===== src/rtl/cpu_ctrl_pkg.sv =====
// Shared definitions for the CPU run controller: FSM state encodings and
// the synchronizer depth used on every raw board input.
package cpu_ctrl_pkg;

    localparam int SYNC_STAGES = 2;

    typedef enum logic [1:0] {
        ST_RESET_HOLD = 2'd0,
        ST_HALTED     = 2'd1,
        ST_STEP       = 2'd2,
        ST_RUNNING    = 2'd3
    } run_state_e;

endpackage


===== src/rtl/key_debouncer.sv =====
// Synchronizes one raw asynchronous board input, debounces it with a
// stable-sample counter and emits a one-cycle strobe on each accepted 1->0 edge.
module key_debouncer
    import cpu_ctrl_pkg::*;
#(
    parameter int   DEBOUNCE_CYCLES = 50000,
    parameter logic RESET_LEVEL     = 1'b1
) (
    input  logic clock,
    input  logic reset,
    input  logic raw_i,
    output logic level_o,
    output logic fall_o
);

    localparam int CW = (DEBOUNCE_CYCLES > 1) ? $clog2(DEBOUNCE_CYCLES) : 1;

    logic [SYNC_STAGES-1:0] sync_q;
    logic                   synced;
    logic                   level_q, level_d;
    logic                   fall_q;
    logic [CW-1:0]          count_q, count_d;

    assign synced = sync_q[SYNC_STAGES-1];

    always_ff @(posedge clock or posedge reset) begin
        if (reset) begin
            sync_q <= {SYNC_STAGES{RESET_LEVEL}};
        end else begin
            sync_q <= {sync_q[SYNC_STAGES-2:0], raw_i};
        end
    end

    // Counter only runs while the input disagrees with the accepted level;
    // any agreeing sample restarts the stability window.
    always_comb begin
        level_d = level_q;
        count_d = '0;
        if (synced != level_q) begin
            if (count_q == CW'(DEBOUNCE_CYCLES - 1)) begin
                level_d = synced;
            end else begin
                count_d = count_q + 1'b1;
            end
        end
    end

    always_ff @(posedge clock or posedge reset) begin
        if (reset) begin
            level_q <= RESET_LEVEL;
            count_q <= '0;
            fall_q  <= 1'b0;
        end else begin
            level_q <= level_d;
            count_q <= count_d;
            fall_q  <= level_q & ~level_d;
        end
    end

    assign level_o = level_q;
    assign fall_o  = fall_q;

endmodule


===== src/rtl/cpu_run_controller.sv =====
// Runs, halts, single-steps and resets the soft core from debounced board
// controls, advancing it with a clock-enable strobe in the 50 MHz domain.
module cpu_run_controller
    import cpu_ctrl_pkg::*;
#(
    parameter int DEBOUNCE_CYCLES = 50000,
    parameter int RESET_HOLD      = 16,
    parameter int DIV_BASE_LOG2   = 10,
    parameter int CNT_W           = 32
) (
    input  logic             clock,
    input  logic             reset,
    input  logic             key_reset_n,
    input  logic             key_step_n,
    input  logic             run_sw,
    input  logic [1:0]       speed_sel,
    output logic             cpu_reset,
    output logic             cpu_enable,
    output logic [1:0]       state,
    output logic [CNT_W-1:0] tick_count
);

    localparam int PW = DIV_BASE_LOG2 + 6;
    localparam int HW = (RESET_HOLD > 1) ? $clog2(RESET_HOLD) : 1;
    localparam logic [PW-1:0] ONES = '1;

    logic resetKeyLevel, resetStrobe;
    logic stepKeyLevel, stepStrobe;
    logic runLevel, runFall;
    logic unusedLevels;

    key_debouncer #(.DEBOUNCE_CYCLES(DEBOUNCE_CYCLES), .RESET_LEVEL(1'b1)) u_resetKey (
        .clock(clock), .reset(reset), .raw_i(key_reset_n),
        .level_o(resetKeyLevel), .fall_o(resetStrobe)
    );

    key_debouncer #(.DEBOUNCE_CYCLES(DEBOUNCE_CYCLES), .RESET_LEVEL(1'b1)) u_stepKey (
        .clock(clock), .reset(reset), .raw_i(key_step_n),
        .level_o(stepKeyLevel), .fall_o(stepStrobe)
    );

    key_debouncer #(.DEBOUNCE_CYCLES(DEBOUNCE_CYCLES), .RESET_LEVEL(1'b0)) u_runSwitch (
        .clock(clock), .reset(reset), .raw_i(run_sw),
        .level_o(runLevel), .fall_o(runFall)
    );

    assign unusedLevels = ^{resetKeyLevel, stepKeyLevel, runFall};

    logic [SYNC_STAGES-1:0][1:0] speedSync_q;
    logic [1:0]                  speedSync;
    logic [PW-1:0]               presc_q;
    logic [PW-1:0]               tickMask;
    logic                        tick;

    always_ff @(posedge clock or posedge reset) begin
        if (reset) begin
            speedSync_q <= '0;
            presc_q     <= '0;
        end else begin
            speedSync_q <= {speedSync_q[SYNC_STAGES-2:0], speed_sel};
            presc_q     <= presc_q + 1'b1;
        end
    end

    // Each speed step widens the all-ones window by two bits (4x slower).
    assign speedSync = speedSync_q[SYNC_STAGES-1];
    assign tickMask  = ONES >> {2'd3 - speedSync, 1'b0};
    assign tick      = &(presc_q | ~tickMask);

    run_state_e state_q, state_d;
    logic [HW-1:0] hold_q, hold_d;
    logic          holdDone;

    assign holdDone = (hold_q == HW'(RESET_HOLD - 1));

    always_ff @(posedge clock or posedge reset) begin
        if (reset) begin
            state_q <= ST_RESET_HOLD;
            hold_q  <= '0;
        end else begin
            state_q <= state_d;
            hold_q  <= hold_d;
        end
    end

    always_comb begin
        state_d = state_q;
        hold_d  = '0;
        if (resetStrobe) begin
            state_d = ST_RESET_HOLD;
        end else begin
            case (state_q)
                ST_RESET_HOLD: begin
                    if (holdDone) begin
                        state_d = runLevel ? ST_RUNNING : ST_HALTED;
                    end else begin
                        hold_d = hold_q + 1'b1;
                    end
                end
                ST_HALTED: begin
                    if (runLevel) begin
                        state_d = ST_RUNNING;
                    end else if (stepStrobe) begin
                        state_d = ST_STEP;
                    end
                end
                ST_STEP: begin
                    if (tick) state_d = ST_HALTED;
                end
                ST_RUNNING: begin
                    if (!runLevel) state_d = ST_HALTED;
                end
                default: state_d = ST_RESET_HOLD;
            endcase
        end
    end

    logic             cpuReset_q, cpuReset_d;
    logic             cpuEnable_q, cpuEnable_d;
    logic [CNT_W-1:0] tickCount_q, tickCount_d;

    // Enable is suppressed whenever the next state is the reset hold, so the
    // core never sees an advance strobe while it is being reset.
    always_comb begin
        cpuReset_d  = (state_d == ST_RESET_HOLD);
        cpuEnable_d = tick && !resetStrobe &&
                      ((state_q == ST_STEP) || (state_q == ST_RUNNING));
        tickCount_d = tickCount_q;
        if (cpuReset_d) begin
            tickCount_d = '0;
        end else if (cpuEnable_d) begin
            tickCount_d = tickCount_q + 1'b1;
        end
    end

    always_ff @(posedge clock or posedge reset) begin
        if (reset) begin
            cpuReset_q  <= 1'b1;
            cpuEnable_q <= 1'b0;
            tickCount_q <= '0;
        end else begin
            cpuReset_q  <= cpuReset_d;
            cpuEnable_q <= cpuEnable_d;
            tickCount_q <= tickCount_d;
        end
    end

    assign cpu_reset  = cpuReset_q;
    assign cpu_enable = cpuEnable_q;
    assign state      = state_q;
    assign tick_count = tickCount_q;

endmodule


===== config.mk =====
export PLATFORM = sky130hd
export DESIGN_NAME = cpu_run_controller
export DESIGN_NICKNAME = d
export VERILOG_FILES = /design/src/rtl/cpu_ctrl_pkg.sv /design/src/rtl/key_debouncer.sv /design/src/rtl/cpu_run_controller.sv
export SDC_FILE = /design/constraint.sdc
export NUM_CORES = 1
export LEC_CHECK = 0
export BUFFER_PORTS_ARGS = -buffer_cell sky130_fd_sc_hd__buf_2
export CAP_MARGIN = 0
export CORE_MARGIN = 4
export CORE_UTILIZATION = 40
export DETAILED_ROUTE_END_ITERATION = 7
export GPL_ROUTABILITY_DRIVEN = 1
export SETUP_SLACK_MARGIN = 0.02
export SLEW_MARGIN = 10
export SYNTH_ARGS = -nofsm -noshare
export SYNTH_HDL_FRONTEND = slang
export SYNTH_HIERARCHICAL = 1
export SYNTH_SLANG_ARGS = --single-unit
export TNS_END_PERCENT = 10

===== constraint.sdc =====
create_clock -name clock -period 4.4 [get_ports clock]
set_input_delay 0.88 -clock clock [delete_from_list [all_inputs] [get_ports clock]]
set_output_delay 0.88 -clock clock [all_outputs]
set_load 0.02 [all_outputs]

[Word-level counts from Yosys, hierarchy flattened]
Cells that the tools add are included.
Storage, ports and cells
  latch bits: 0
  input port bits: 7
  register bits after elaboration: 119
  RAM bits: 0
  memories kept: 0
  memory bits (read-only): 0
  word-level logic and storage cells: 75
  output and inout port bits: 36
Cells by class
  div/mod/pow operators: 0
  shifts and indexed selects: 1
  mux-type cells: 23
  $mul: 0
  bitwise gates (word level): 6
  reduce and logical (&&, ||, !) cells: 9
  equality and inequality tests: 10
  magnitude comparators: 0
  add/sub/neg operators: 7
Operators by type and width (count)
  2-to-1 mux 16 bit: 6
  adder 16 x 1 -> 16 bit, second input constant: 4
  2-to-1 mux 32 bit: 2
  equality test 16 bit, second input constant: 3
  adder 32 x 1 -> 32 bit, second input constant: 1
  inverter 16 bit: 1
  OR 16 bit: 1
  AND reduction 16 bit: 1
  >> shifter 16 x 3 -> 16 bit, first input constant: 1
  2-to-1 mux 2 bit: 7
  2-to-1 mux 4 bit: 3
  case mux 2 bit (4 select lines): 1
  adder 4 x 1 -> 4 bit, second input constant: 1
  equality test 2 bit, second input constant: 2
  equality test 4 bit, second input constant: 1
  zero test 2 bit: 2
  2-to-1 mux 1 bit: 4
  != test 1 bit: 3
  bitwise AND 1 bit: 2
  equality test 2 x 1 -> 1 bit, second input constant: 1
  logical AND 1 bit: 2
  inverter 1 bit: 2
  AND reduction 2 bit: 1
  nonzero test 2 bit: 1
  other kinds (3): 3

[Longest topological paths before layout]
  word-level depth: 10
  gate-level depth with buffers: 7
  depth with buffers taken out: 6

[Modules after synthesis]
Netlist, hierarchy kept.
Modules (own cells, without submodules)
  cpu_run_controller: seq. area each 1502.7 um^2, area an instance 3017.9 um^2, times used 1, cells each 284
  key_debouncer at u_resetKey ...: seq. area each 504.2 um^2, area an instance 930.9 um^2, times used 2, cells each 89
  key_debouncer at u_runSwitch: seq. area each 500.5 um^2, area an instance 927.1 um^2, times used 1, cells each 89

[Worst setup path before layout]
No wires, ideal clock.
  path kind: reg-to-reg
  from: reg tickCount_q[0], in the netlist tick_count[0]
  to: reg tickCount_q[18], in the netlist tick_count[18]
  cell stages (with the launch flop): 7
  required time: 4.271 ns
  path buffers: 0
  slack: 2.647 ns
  library setup time: 0.129 ns
  arrival time: 1.624 ns
  clock period less this slack: 1.753 ns
  cell sequence: dfrtp_1 ha_1 and3_1 nand4_4 nor4b_1 xnor2_1 nor2_1
Between the ends
  longest elaborated chain between the ends: 3
RTL lines
  start, declared: line cpu_run_controller.sv:120  | logic [CNT_W-1:0] tickCount_q, tickCount_d;
  start signal, assigned: line cpu_run_controller.sv:144  | tickCount_q <= tickCount_d;
  adder 32 x 1 -> 32 bit: line cpu_run_controller.sv:132  | tickCount_d = tickCount_q + 1'b1;
  2-to-1 mux 32 bit: line cpu_run_controller.sv:131  | end else if (cpuEnable_d) begin
  2-to-1 mux 32 bit: line cpu_run_controller.sv:129  | if (cpuReset_d) begin
Every way passes these cells. The select of a mux whose other input is x is not followed.
A chain may end at the register's enable or synchronous reset.

[Worst setup path in the final report]
  from: reg presc_q[0]
  to: reg tickCount_q[29], in the netlist tick_count[29]
Between the ends
  longest elaborated chain between the ends: 7
  elaborated cells on any way between the ends: 10
  classes of those cells: mux (4); bitwise (1); reduce/logical (5)
RTL lines
  start, declared: line cpu_run_controller.sv:51  | logic [PW-1:0] presc_q;
  start signal, assigned: line cpu_run_controller.sv:61  | presc_q <= presc_q + 1'b1;
  OR 16 bit *: line cpu_run_controller.sv:68  | assign tick = &(presc_q | ~tickMask);
  AND reduction 16 bit *: line cpu_run_controller.sv:68
  2-to-1 mux 2 bit: line cpu_run_controller.sv:108  | if (tick) state_d = ST_HALTED;
  case mux 2 bit (4 select lines): line cpu_run_controller.sv:92  | case (state_q)
  2-to-1 mux 2 bit: line cpu_run_controller.sv:89  | if (resetStrobe) begin
  zero test 2 bit: line cpu_run_controller.sv:125  | cpuReset_d = (state_d == ST_RESET_HOLD);
  2-to-1 mux 32 bit or nonzero test 2 bit (tied branches)
Mark *: on every way between the ends. The rest lies on a longest branch, timed or not.

==> results.py <==
metrics = {
    "setup_path": {
        "cp-end-kind": "flop",
        "cp_max_fo": 11,
        "critPathSlowestCell": "nand4_1",
        "critical_path_class": "reg2reg",
        "crit_arrival_ps": 2900,
        "cp.required_ps": 4730,
        "cp_cell_sequence": "ha_1 > and3_1 > nand4_1 > nand2b_1 > nor4_1 > mux2i_1",
        "r2r_cells": 6,
        "cp.depth": 6,
        "critPathTopFamily": "simple AND/OR/NAND/NOR gates",
        "max_stage_delay_ps": 560,
        "worstSetupStartpointType": "flop",
        "cp_num_buf_inv": 0,
    },
    "detailed_routing": {
        "vias_per_cell": 5.25,
        "via_count": 4166,
        "firstDrtPassIters": 4,
        "drtIter0Drc": 185,
        "drc": 0,
        "wl_um": 11800,
        "ant_nets": 0,
        "wire_per_inst_um": 14.9,
    },
    "final_layout": {
        "nFillCells": 1299,
        "final_common_cell": "dfrtp_1",
        "final_util": 0.479,
        "drive_above_1_share": 0.176,
        "area_delta_synth_final_pct": 16.1,
        "layout_common_cells": "dfrtp_1, nor2_1, xnor2_1",
        "antenna_cells": 0,
        "stdcell_count": 793,
        "nets": 613,
    },
    "synth": {
        "synth_cells": 549,
        "synth_nets": 562,
        "ys_warn_count": 6,
        "syn_avg_cell_area_um2": 10.5,
        "netlist_area_um2": 5770,
    },
    "clocking": {
        "post_cts_buffers": 0,
        "hold_buffers": 0,
        "cts_sinks": 119,
        "clk_latency_ps": 410,
        "ctsResizeCount": 0,
        "cts_buffers": 17,
        "h-tree-depth": 4,
        "cts.path.max_buffers": 2,
        "clk_pin_slew_worst_paths_ps": 50,
        "cts_tree": "built",
        "root_buffer": "clkbuf_16",
    },
    "floorplanning": {
        "die_area_um2": 16400,
        "initial_utilization": 0.413,
        "die_h_um": 128,
        "coreArea_um2": 14000,
        "ios": 43,
        "rows": 43,
        "fp.dieW_um": 128,
    },
    "sta": {
        "slew_viol_final": 0,
        "hold_viol": 0,
        "post-route-period-util": 0.583,
        "tightest_slew_ps": 1140,
        "period_needed_ps": 2570,
        "setup_violations": 0,
        "rsz0062_at_grt": "no",
        "relSlewSlack": 0.241,
        "fmax_ghz": 0.390,
        "skew_ps": 11.4,
        "fin_setup_tns_ps": 0,
        "setup_ws_ps": 1830,
    },
    "placement": {
        "place_ws_ps": 1830,
        "numPortBuffers": 42,
        "place_inst": 761,
        "dp_hpwl_um": 8310,
        "place.gp.congestion": 0.800,
    },
    "global_route": {
        "first_global_vias": 4135,
        "grt_max_degree": 33,
        "antenna_found_initial": 0,
        "overflow": 0,
        "grt.total_usage": 0.153,
        "grt_pass1_wl_um": 20200,
    },
    "status": {
        "status": "completed",
    },
    "power": {
        "p_per_area_nw_per_um2": 371,
        "ir_drop_mv": 0.200,
        "p_leak_nw": 2.91,
    },
    "hold_path": {
        "whs_path_depth": 0,
        "min_path_type": "reg2reg",
    },
    "flow_run": {
        "max_cap_viol_count": 0,
    },
}
==> power breakdown <==
group          internal [mW]  switching (mW)
clock network          0.865           0.450
logic                 0.0117          0.0393
registers               1.11         0.00963
total                   1.99           0.499
==> path summary, 6_finish.rpt <==
path	slack, ps	start	end
worst max-delay path	1830	presc_q[0]	tick_count[29]
worst min-delay path	350	speedSync_q[0]	speedSync[0]
worst max register to register	1830	presc_q[0]	tick_count[29]
worst min register to register	350	speedSync_q[0]	speedSync[0]
max in group asynchronous	2940	reset	presc_q[8]
min in group asynchronous	610	reset	speedSync[0]
==> per-layer routing <==
layer / wire [um] / track usage / part of all wire
met1: 5640 / 0.206 / 0.48
met2: 5570 / 0.235 / 0.47
met3: 427 / 0.0429 / 0.036
met4: 178 / 0.0593 / 0.015
met5: 0 / 0 / 0
==> state kept, by name, summed over array words and instances (netlist names) <==
name,cells
u_resetKey/level_o,1
u_resetKey/fall_o,1
u_stepKey/sync_q,2
presc_q,16
u_runSwitch/count_q,16
u_runSwitch/level_o,1
tick_count,32
u_runSwitch/sync_q,2
u_resetKey/sync_q,2
u_stepKey/fall_o,1
cpu_enable,1
u_stepKey/level_o,1
hold_q,4
u_resetKey/count_q,16
state,2
u_stepKey/count_q,16
speedSync,2
speedSync_q,2
cpu_reset,1
==> metrics by stage <==
step                      hold slack [ps]  cell area, um^2  power [mW]
final                                 347             6700        2.48
after global routing                  362             6700        2.59
after CTS                             345             6700        2.52
after detailed placement              340             6130        1.19
after global placement                338             6130        1.19
after floorplan                       331             5770        1.17
==> final cells by class <==
cell class,instances,area (um^2),area share
tap,180,225,0.0336
sequential,119,2990,0.446
timing repair buffer,44,225,0.0336
multi-input combinational,394,2600,0.389
inverter,24,90.1,0.0134
clock inverter,3,40.0,0.00597
clock buffer,29,531,0.0792
==> worst register-to-register path, cell delays in order (launching register included) <==
cell and delay [ps]:
dfrtp_1 380, ha_1 210, and3_1 250, nand4_1 560, nand2b_1 440, nor4_1 420
mux2i_1 230
No activity file was read; power rests on OpenSTA's default activity.
